`config.mk`:
```
export PLATFORM = sky130hd
export DESIGN_NAME = ksa_wb_sequencer_flat
export DESIGN_NICKNAME = d
export VERILOG_FILES = /design/src/rtl/ksa_wb_sequencer_if.sv /design/src/rtl/ksa_wb_sequencer.sv /design/src/flat_wrapper.sv
export SDC_FILE = /design/constraint.sdc
export NUM_CORES = 1
export LEC_CHECK = 0
export CORE_AREA = 10 10 165 167
export CTS_CLUSTER_DIAMETER = 40
export CTS_CLUSTER_SIZE = 30
export DETAILED_ROUTE_END_ITERATION = 16
export DIE_AREA = 0 0 175 177
export PLACE_DENSITY = 0.68
export SYNTH_ARGS = -nofsm -noshare
export SYNTH_HDL_FRONTEND = slang
export SYNTH_SLANG_ARGS = --single-unit
```
`constraint.sdc`:
```
create_clock -name wb_clk_i -period 3.3 [get_ports wb_clk_i]
set_input_delay 0.66 -clock wb_clk_i [delete_from_list [all_inputs] [get_ports wb_clk_i]]
set_output_delay 0.66 -clock wb_clk_i [all_outputs]
set_load 0.01 [all_outputs]
```
`src/rtl/ksa_wb_sequencer_if.sv`:
```
// Wishbone slave bundle for ksa_wb_sequencer: the management SoC drives the master side,
// the sequencer receives it through the slave modport.
interface ksa_wb_sequencer_if;
    logic        wbs_cyc_i;
    logic        wbs_stb_i;
    logic        wbs_we_i;
    logic [3:0]  wbs_sel_i;
    logic [31:0] wbs_adr_i;
    logic [31:0] wbs_dat_i;
    logic        wbs_ack_o;
    logic [31:0] wbs_dat_o;

    modport slave (
        input  wbs_cyc_i, wbs_stb_i, wbs_we_i, wbs_sel_i, wbs_adr_i, wbs_dat_i,
        output wbs_ack_o, wbs_dat_o
    );

    modport master (
        output wbs_cyc_i, wbs_stb_i, wbs_we_i, wbs_sel_i, wbs_adr_i, wbs_dat_i,
        input  wbs_ack_o, wbs_dat_o
    );
endinterface

```
`src/rtl/ksa_wb_sequencer.sv`:
```
// Wishbone front end for the 16-bit adder: operand FIFO -> registered operands -> result FIFO.
// Define KSA_ACCUM_EN to feed each sum back as the next a-operand when CTRL[2] is set.
module ksa_wb_sequencer #(
    parameter int DEPTH         = 4,
    parameter int SETTLE_CYCLES = 1
) (
    input  logic              wb_clk_i,
    input  logic              wb_rst_i,
    ksa_wb_sequencer_if.slave wbs,
    output logic [15:0]       add_a_o,
    output logic [15:0]       add_b_o,
    input  logic [15:0]       add_sum_i,
    input  logic              add_cout_i,
    output logic              irq_o
);
    localparam int PW = (DEPTH > 1) ? $clog2(DEPTH) : 1;

    typedef enum logic [1:0] {IDLE, HOLD, CAPTURE} state_e;

    state_e        state_q, state_d;
    logic [3:0]    cnt_q, cnt_d;
    logic [15:0]   a_q, a_d, b_q, b_d;
    logic [31:0]   opMem_q [DEPTH];
    logic [16:0]   resMem_q [DEPTH];
    logic [PW-1:0] opWr_q, opRd_q, resWr_q, resRd_q;
    logic [3:0]    opCnt_q, resCnt_q;
    logic          ack_q;
    logic [31:0]   dat_q;
    logic          enable_q, irqEn_q, ovf_q, udf_q, irq_q;

    logic          opEmpty, opFull, resEmpty, resFull;
    logic          wbReq, wbWr, wbRd, ctrlWr;
    logic [1:0]    regSel;
    logic          wbPush, wbPop, wbOvf, wbUdf, fsmPop, fsmPush;
    logic [31:0]   opHead, rdData;
    logic [16:0]   resHead;
    logic          ctrlAccum;
    logic [15:0]   accVal;
    logic          unusedBits;

    assign unusedBits = ^{wbs.wbs_sel_i, wbs.wbs_adr_i[31:4], wbs.wbs_adr_i[1:0]};

    assign opEmpty  = (opCnt_q == 4'd0);
    assign opFull   = (opCnt_q == 4'(DEPTH));
    assign resEmpty = (resCnt_q == 4'd0);
    assign resFull  = (resCnt_q == 4'(DEPTH));
    assign opHead   = opMem_q[opRd_q];
    assign resHead  = resMem_q[resRd_q];

    // A request is taken only while ack is low, which forces one idle cycle between accesses.
    assign wbReq  = wbs.wbs_cyc_i & wbs.wbs_stb_i & ~ack_q;
    assign wbWr   = wbReq & wbs.wbs_we_i;
    assign wbRd   = wbReq & ~wbs.wbs_we_i;
    assign regSel = wbs.wbs_adr_i[3:2];
    assign ctrlWr = wbWr & (regSel == 2'd3);
    assign wbPush = wbWr & (regSel == 2'd0) & ~opFull;
    assign wbOvf  = wbWr & (regSel == 2'd0) & opFull;
    assign wbPop  = wbRd & (regSel == 2'd1) & ~resEmpty;
    assign wbUdf  = wbRd & (regSel == 2'd1) & resEmpty;

    always_comb begin
        rdData = 32'h0;
        case (regSel)
            2'd1:    rdData = resEmpty ? 32'h0 : {15'h0, resHead};
            2'd2:    rdData = {16'h0, resCnt_q, opCnt_q, 2'b00, udf_q, ovf_q,
                               resFull, resEmpty, opFull, opEmpty};
            2'd3:    rdData = {29'h0, ctrlAccum, irqEn_q, enable_q};
            default: rdData = 32'h0;
        endcase
    end

    // Issue only when the result FIFO has room, so the eventual capture always has a slot.
    always_comb begin
        state_d = state_q;
        cnt_d   = cnt_q;
        a_d     = a_q;
        b_d     = b_q;
        fsmPop  = 1'b0;
        fsmPush = 1'b0;
        case (state_q)
            IDLE: begin
                if (enable_q && !opEmpty && !resFull) begin
                    fsmPop  = 1'b1;
                    a_d     = ctrlAccum ? accVal : opHead[15:0];
                    b_d     = opHead[31:16];
                    cnt_d   = 4'(SETTLE_CYCLES - 1);
                    state_d = HOLD;
                end
            end
            HOLD: begin
                if (cnt_q == 4'd0) begin
                    state_d = CAPTURE;
                end else begin
                    cnt_d = cnt_q - 4'd1;
                end
            end
            CAPTURE: begin
                fsmPush = 1'b1;
                state_d = IDLE;
            end
            default: state_d = IDLE;
        endcase
    end

    always_ff @(posedge wb_clk_i or negedge wb_rst_i) begin
        if (!wb_rst_i) begin
            state_q <= IDLE;
            cnt_q   <= 4'd0;
            a_q     <= 16'h0;
            b_q     <= 16'h0;
        end else begin
            state_q <= state_d;
            cnt_q   <= cnt_d;
            a_q     <= a_d;
            b_q     <= b_d;
        end
    end

    always_ff @(posedge wb_clk_i) begin
        if (wbPush) opMem_q[opWr_q] <= wbs.wbs_dat_i;
        if (fsmPush) resMem_q[resWr_q] <= {add_cout_i, add_sum_i};
    end

    always_ff @(posedge wb_clk_i or negedge wb_rst_i) begin
        if (!wb_rst_i) begin
            opWr_q   <= '0;
            opRd_q   <= '0;
            resWr_q  <= '0;
            resRd_q  <= '0;
            opCnt_q  <= 4'd0;
            resCnt_q <= 4'd0;
            ack_q    <= 1'b0;
            dat_q    <= 32'h0;
            enable_q <= 1'b0;
            irqEn_q  <= 1'b0;
            ovf_q    <= 1'b0;
            udf_q    <= 1'b0;
            irq_q    <= 1'b0;
        end else begin
            ack_q <= wbReq;
            dat_q <= wbRd ? rdData : 32'h0;
            if (wbPush) opWr_q <= opWr_q + PW'(1);
            if (fsmPop) opRd_q <= opRd_q + PW'(1);
            if (fsmPush) resWr_q <= resWr_q + PW'(1);
            if (wbPop) resRd_q <= resRd_q + PW'(1);
            case ({wbPush, fsmPop})
                2'b10:   opCnt_q <= opCnt_q + 4'd1;
                2'b01:   opCnt_q <= opCnt_q - 4'd1;
                default: opCnt_q <= opCnt_q;
            endcase
            case ({fsmPush, wbPop})
                2'b10:   resCnt_q <= resCnt_q + 4'd1;
                2'b01:   resCnt_q <= resCnt_q - 4'd1;
                default: resCnt_q <= resCnt_q;
            endcase
            if (ctrlWr) begin
                enable_q <= wbs.wbs_dat_i[0];
                irqEn_q  <= wbs.wbs_dat_i[1];
            end
            if (wbOvf) ovf_q <= 1'b1;
            else if (wbWr && regSel == 2'd2 && wbs.wbs_dat_i[4]) ovf_q <= 1'b0;
            if (wbUdf) udf_q <= 1'b1;
            else if (wbWr && regSel == 2'd2 && wbs.wbs_dat_i[5]) udf_q <= 1'b0;
            irq_q <= irqEn_q & ~resEmpty;
        end
    end

`ifdef KSA_ACCUM_EN
    logic        accumEn_q;
    logic [15:0] acc_q;

    // A CTRL write with bit 2 clear restarts the running sum from zero.
    always_ff @(posedge wb_clk_i or negedge wb_rst_i) begin
        if (!wb_rst_i) begin
            accumEn_q <= 1'b0;
            acc_q     <= 16'h0;
        end else begin
            if (ctrlWr) accumEn_q <= wbs.wbs_dat_i[2];
            if (ctrlWr && !wbs.wbs_dat_i[2]) acc_q <= 16'h0;
            else if (fsmPush) acc_q <= add_sum_i;
        end
    end

    assign ctrlAccum = accumEn_q;
    assign accVal    = acc_q;
`else
    assign ctrlAccum = 1'b0;
    assign accVal    = 16'h0;
`endif

    assign add_a_o       = a_q;
    assign add_b_o       = b_q;
    assign irq_o         = irq_q;
    assign wbs.wbs_ack_o = ack_q;
    assign wbs.wbs_dat_o = dat_q;
endmodule

```
`src/flat_wrapper.sv`:
```
// flat-port wrapper written by rule: the top's interface ports become plain ports
module ksa_wb_sequencer_flat 
#(
    parameter int DEPTH         = 4,
    parameter int SETTLE_CYCLES = 1
)
  (wb_clk_i, wb_rst_i, add_a_o, add_b_o, add_sum_i, add_cout_i, irq_o, wbs_wbs_cyc_i, wbs_wbs_stb_i, wbs_wbs_we_i, wbs_wbs_sel_i, wbs_wbs_adr_i, wbs_wbs_dat_i, wbs_wbs_ack_o, wbs_wbs_dat_o);
  ksa_wb_sequencer_if wbs_i ();
  input  logic wb_clk_i;
  input  logic wb_rst_i;
  output logic [15:0] add_a_o;
  output logic [15:0] add_b_o;
  input  logic [15:0] add_sum_i;
  input  logic add_cout_i;
  output logic irq_o;
  input wire logic [$bits(wbs_i.wbs_cyc_i)-1:0] wbs_wbs_cyc_i;
  input wire logic [$bits(wbs_i.wbs_stb_i)-1:0] wbs_wbs_stb_i;
  input wire logic [$bits(wbs_i.wbs_we_i)-1:0] wbs_wbs_we_i;
  input wire logic [$bits(wbs_i.wbs_sel_i)-1:0] wbs_wbs_sel_i;
  input wire logic [$bits(wbs_i.wbs_adr_i)-1:0] wbs_wbs_adr_i;
  input wire logic [$bits(wbs_i.wbs_dat_i)-1:0] wbs_wbs_dat_i;
  output wire logic [$bits(wbs_i.wbs_ack_o)-1:0] wbs_wbs_ack_o;
  output wire logic [$bits(wbs_i.wbs_dat_o)-1:0] wbs_wbs_dat_o;
  assign wbs_i.wbs_cyc_i = wbs_wbs_cyc_i;
  assign wbs_i.wbs_stb_i = wbs_wbs_stb_i;
  assign wbs_i.wbs_we_i = wbs_wbs_we_i;
  assign wbs_i.wbs_sel_i = wbs_wbs_sel_i;
  assign wbs_i.wbs_adr_i = wbs_wbs_adr_i;
  assign wbs_i.wbs_dat_i = wbs_wbs_dat_i;
  assign wbs_wbs_ack_o = wbs_i.wbs_ack_o;
  assign wbs_wbs_dat_o = wbs_i.wbs_dat_o;
  ksa_wb_sequencer #(.DEPTH(DEPTH), .SETTLE_CYCLES(SETTLE_CYCLES)) u_core (.wb_clk_i(wb_clk_i), .wb_rst_i(wb_rst_i), .wbs(wbs_i), .add_a_o(add_a_o), .add_b_o(add_b_o), .add_sum_i(add_sum_i), .add_cout_i(add_cout_i), .irq_o(irq_o));
endmodule
```
==> flow_summary.toml <==
[layout]
areaGrowthSynthToFinish_pct = 25.63
drive_gt1_share_pct = 25.07
fin_area_um2 = 13380
nNetsFinal = 787
insertedDiodeCount = 0
fill_cells = 1865

[power_and_ir_drop]
comb_power_share_pct = 22.2
power_frac_clock_pct = 35.9
ir_drop_v = 0.0007248
seq_power_share_pct = 41.9
p_int_mw = 8.276
p_switching_mw = 3.052
leakage_nw = 4.778
power.density_nw_per_um2 = 846.4
switching_share_pct = 26.94

[yosys]
synth_most_common_cell = "edfxtp_1"
synth_top_area_share_pct = 55.24
netlist.top_cell.by_area = "edfxtp_1"
ys_types = 45
yosysSeqAreaShare_pct = 73.33
synthesis.area_um2 = 10650
yosysWarnings = 0
avgSynthCellArea_um2 = 19.51
synth_edf_count = 196
synthFlopType = "edfxtp_1"
synthCells = 546
yosys-top-cells-count = "196 x edfxtp_1, 77 x dfrtp_1, 49 x mux4_2, 33 x mux2_2, 19 x nor2_1"
ys_ff_latch = 273
ys_async_sr_fraction_pct = 28.21
ys_top_cells_by_area = "edfxtp_1 55%, dfrtp_1 18%, mux4_2 10%"

[worst_setup_path]
start_kind = "primary input"
crit_arrival_ps = 2980
end_kind = "register"
required_ps = 3690
crit_type = "in -> reg"
crit_fanout = 5

[timing]
holdWs_ps = 194.8
maxSlewViolCount = 0
rsz0062_at_grt = "false"
tightest_slew_ps = 939.3
skew_ps = 32.98
setup_viol = 0
hold_viol_final = 0
period_minus_slack_ps = 2586
setup_tns_ps = 0
fmax_mhz = 386.8
timing.final.crit_share_pct = 78.35
slew-limit-headroom_pct = 37.38

[place]
place_congestion = 0.7731
port_buffers = 106
place_area_um2 = 12100
dpl.hpwl_mm = 13.40

[global_route]
grt_pass1_vias = 5869
grt_max_degree = 50
track_usage_pct = 13.70
overflow = 0
grt_antenna_before_repair = 0
grt_first_pass_wirelength_mm = 33.26

[drt]
routed_via_density = 5.188
wl_per_cell_um = 20.47
drt_iter0_markers = 296
wl_mm = 21.16
drt_first_pass_iters = 4
drc = 0
via_count = 5364
final_antenna_net_count = 0

[clock_tree]
clkLatencyLatePin_ps = 520
post_cts_buffers = 0
cts.sinks = 273
htreeDepth = 2
clockBufferDepth = 3
cts-root-buf = "clkbuf_16"
cts_tree = "yes"
cts_buffers = 36
hold_buffers = 0
clk_pin_slew_worst_paths_ps = 60
ctsResizeCount = 0

[run_status]
status = "finished clean"

[floorplan]
die_x_um = 175
die_h_um = 177
num_io_pins = 156
die_area_um2 = 30980
rows = 57
core_um2 = 23960
floorplan.initialDensity_pct = 44.46

[job]
cap_viol_max_count = 0

[min_path]
min-delay-path-class = "in -> async"
==> critical path, cell delays in order <==
cell	delay, ps
clkdlybuf4s50_1	450
and3b_1	230
buf_4	160
nor2b_1	180
nand2_1	110
inv_1	90
ha_1	270
xor2_1	100
ha_1	200
a21oi_1	150
xor2_1	160
nor2_1	60
xor2_1	140
==> power groups by stage <==
stage | Combinational (mW) | Sequential [mW] | Clock, mW
6_report | 2.51 | 4.74 | 4.07
5_1_grt | 2.72 | 4.84 | 4.30
4_1_cts | 2.56 | 4.77 | 4.17
3_5_place_dp | 2.55 | 4.84 | 0
3_3_place_gp | 2.47 | 4.81 | 0
2_1_floorplan | 1.90 | 4.53 | 0
==> logic make-up after synthesis <==
group	Yosys count	share of synthesized area, %
flip-flops	273	73.33
multiplexers	86	14.41
AND/OR/NAND/NOR	72	4.005
buffers and inverters	50	2.713
AO/OA/AOI/OAI	30	2.114
XOR/XNOR	19	1.632
adder cells (fa/ha/maj)	15	1.762
other	1	0.03520
==> stage by stage <==
| step | worst slack (ps) | total power, mW | utilization [%] | cells |
|---|---|---|---|---|
| after floorplan | 698.0 | 6.427 | - | 560 |
| after global placement | 224.1 | 7.279 | 50.48 | 968 |
| after detailed placement | 188.5 | 7.387 | 50.48 | 968 |
| after CTS | 718.5 | 11.50 | 55.85 | 1034 |
| after global routing | 468.9 | 11.87 | 55.85 | 1034 |
| final | 714.4 | 11.33 | 55.85 | 1034 |
==> cell usage in the layout (no fill, tap or decap), drive strengths merged, types with 2 or more instances in the layout <==
cell | synthesis | routed
edfxtp | 196 | 196
ha | 15 | 15
nand2b | 5 | 5
inv | 11 | 18
and3b | 2 | 2
and2 | 9 | 9
nor4 | 3 | 3
nor2b | 6 | 6
a222oi | 2 | 2
nand3 | 7 | 7
mux4 | 49 | 49
clkdlybuf4s50 | 0 | 105
clkinv | 0 | 5
a22oi | 12 | 12
bufinv | 0 | 5
nor3 | 6 | 6
conb | 1 | 15
clkinvlp | 0 | 4
mux2 | 37 | 37
xor2 | 11 | 11
o21ai | 7 | 7
and3 | 4 | 4
nor4b | 3 | 3
xnor2 | 8 | 8
buf | 32 | 18
clkbuf | 7 | 45
nand2 | 6 | 6
nor2 | 19 | 19
dfrtp | 77 | 77
a21oi | 4 | 4
a2111oi | 2 | 2
==> path summary, 6_finish.rpt <==
check                                         from            endpoint  slack, ps  cells past startpoint
min in group wb_clk_i           u_core.add_b_o[11]  u_core.add_b_o[11]        500                      1
worst min-delay path                      wb_rst_i   u_core.add_b_o[2]        190                      1
worst min register to register  u_core.add_b_o[11]  u_core.add_b_o[11]        500                      1
max in group asynchronous                 wb_rst_i   u_core.add_a_o[2]       2350                      2
worst max-delay path                 wbs_wbs_cyc_i  u_core.resCnt_q[2]        710                     13
worst max register to register   u_core.opCnt_q[1]   u_core.opCnt_q[2]        770                     11
==> state kept, by name, indices dropped and copies added (netlist names) <==
signal,count
u_core.opMem_q,128
u_core.resMem_q,68
u_core.wbs.wbs_dat_o,17
u_core.add_a_o,16
u_core.add_b_o,16
u_core.cnt_q,4
u_core.opCnt_q,4
u_core.resCnt_q,4
u_core.opRd_q,2
u_core.opWr_q,2
u_core.resRd_q,2
u_core.resWr_q,2
u_core.state_q,2
u_core.enable_q,1
u_core.irqEn_q,1
u_core.irq_o,1
u_core.ovf_q,1
u_core.udf_q,1
u_core.wbs.wbs_ack_o,1
==> routing by layer <==
metal	track usage [%]	vias up	routed length, um
met5	0	-	0
met4	4.486	0	451
met3	3.862	38	1319
met2	22.70	167	10500
met1	17.10	2773	8889
li1	-	2386	-
==> final cells by class <==
cell class	count	area [um^2]	area share [%]
Timing Repair Buffer	123	1224	9.143
Tap cell	324	405.4	3.029
Multi-Input combinational cell	237	2610	19.50
Clock buffer	45	987.2	7.376
Sequential cell	273	7815	58.39
Clock inverter	21	301.5	2.253
Inverter	11	41.29	0.3085
No activity file was read; power rests on OpenSTA's default activity.
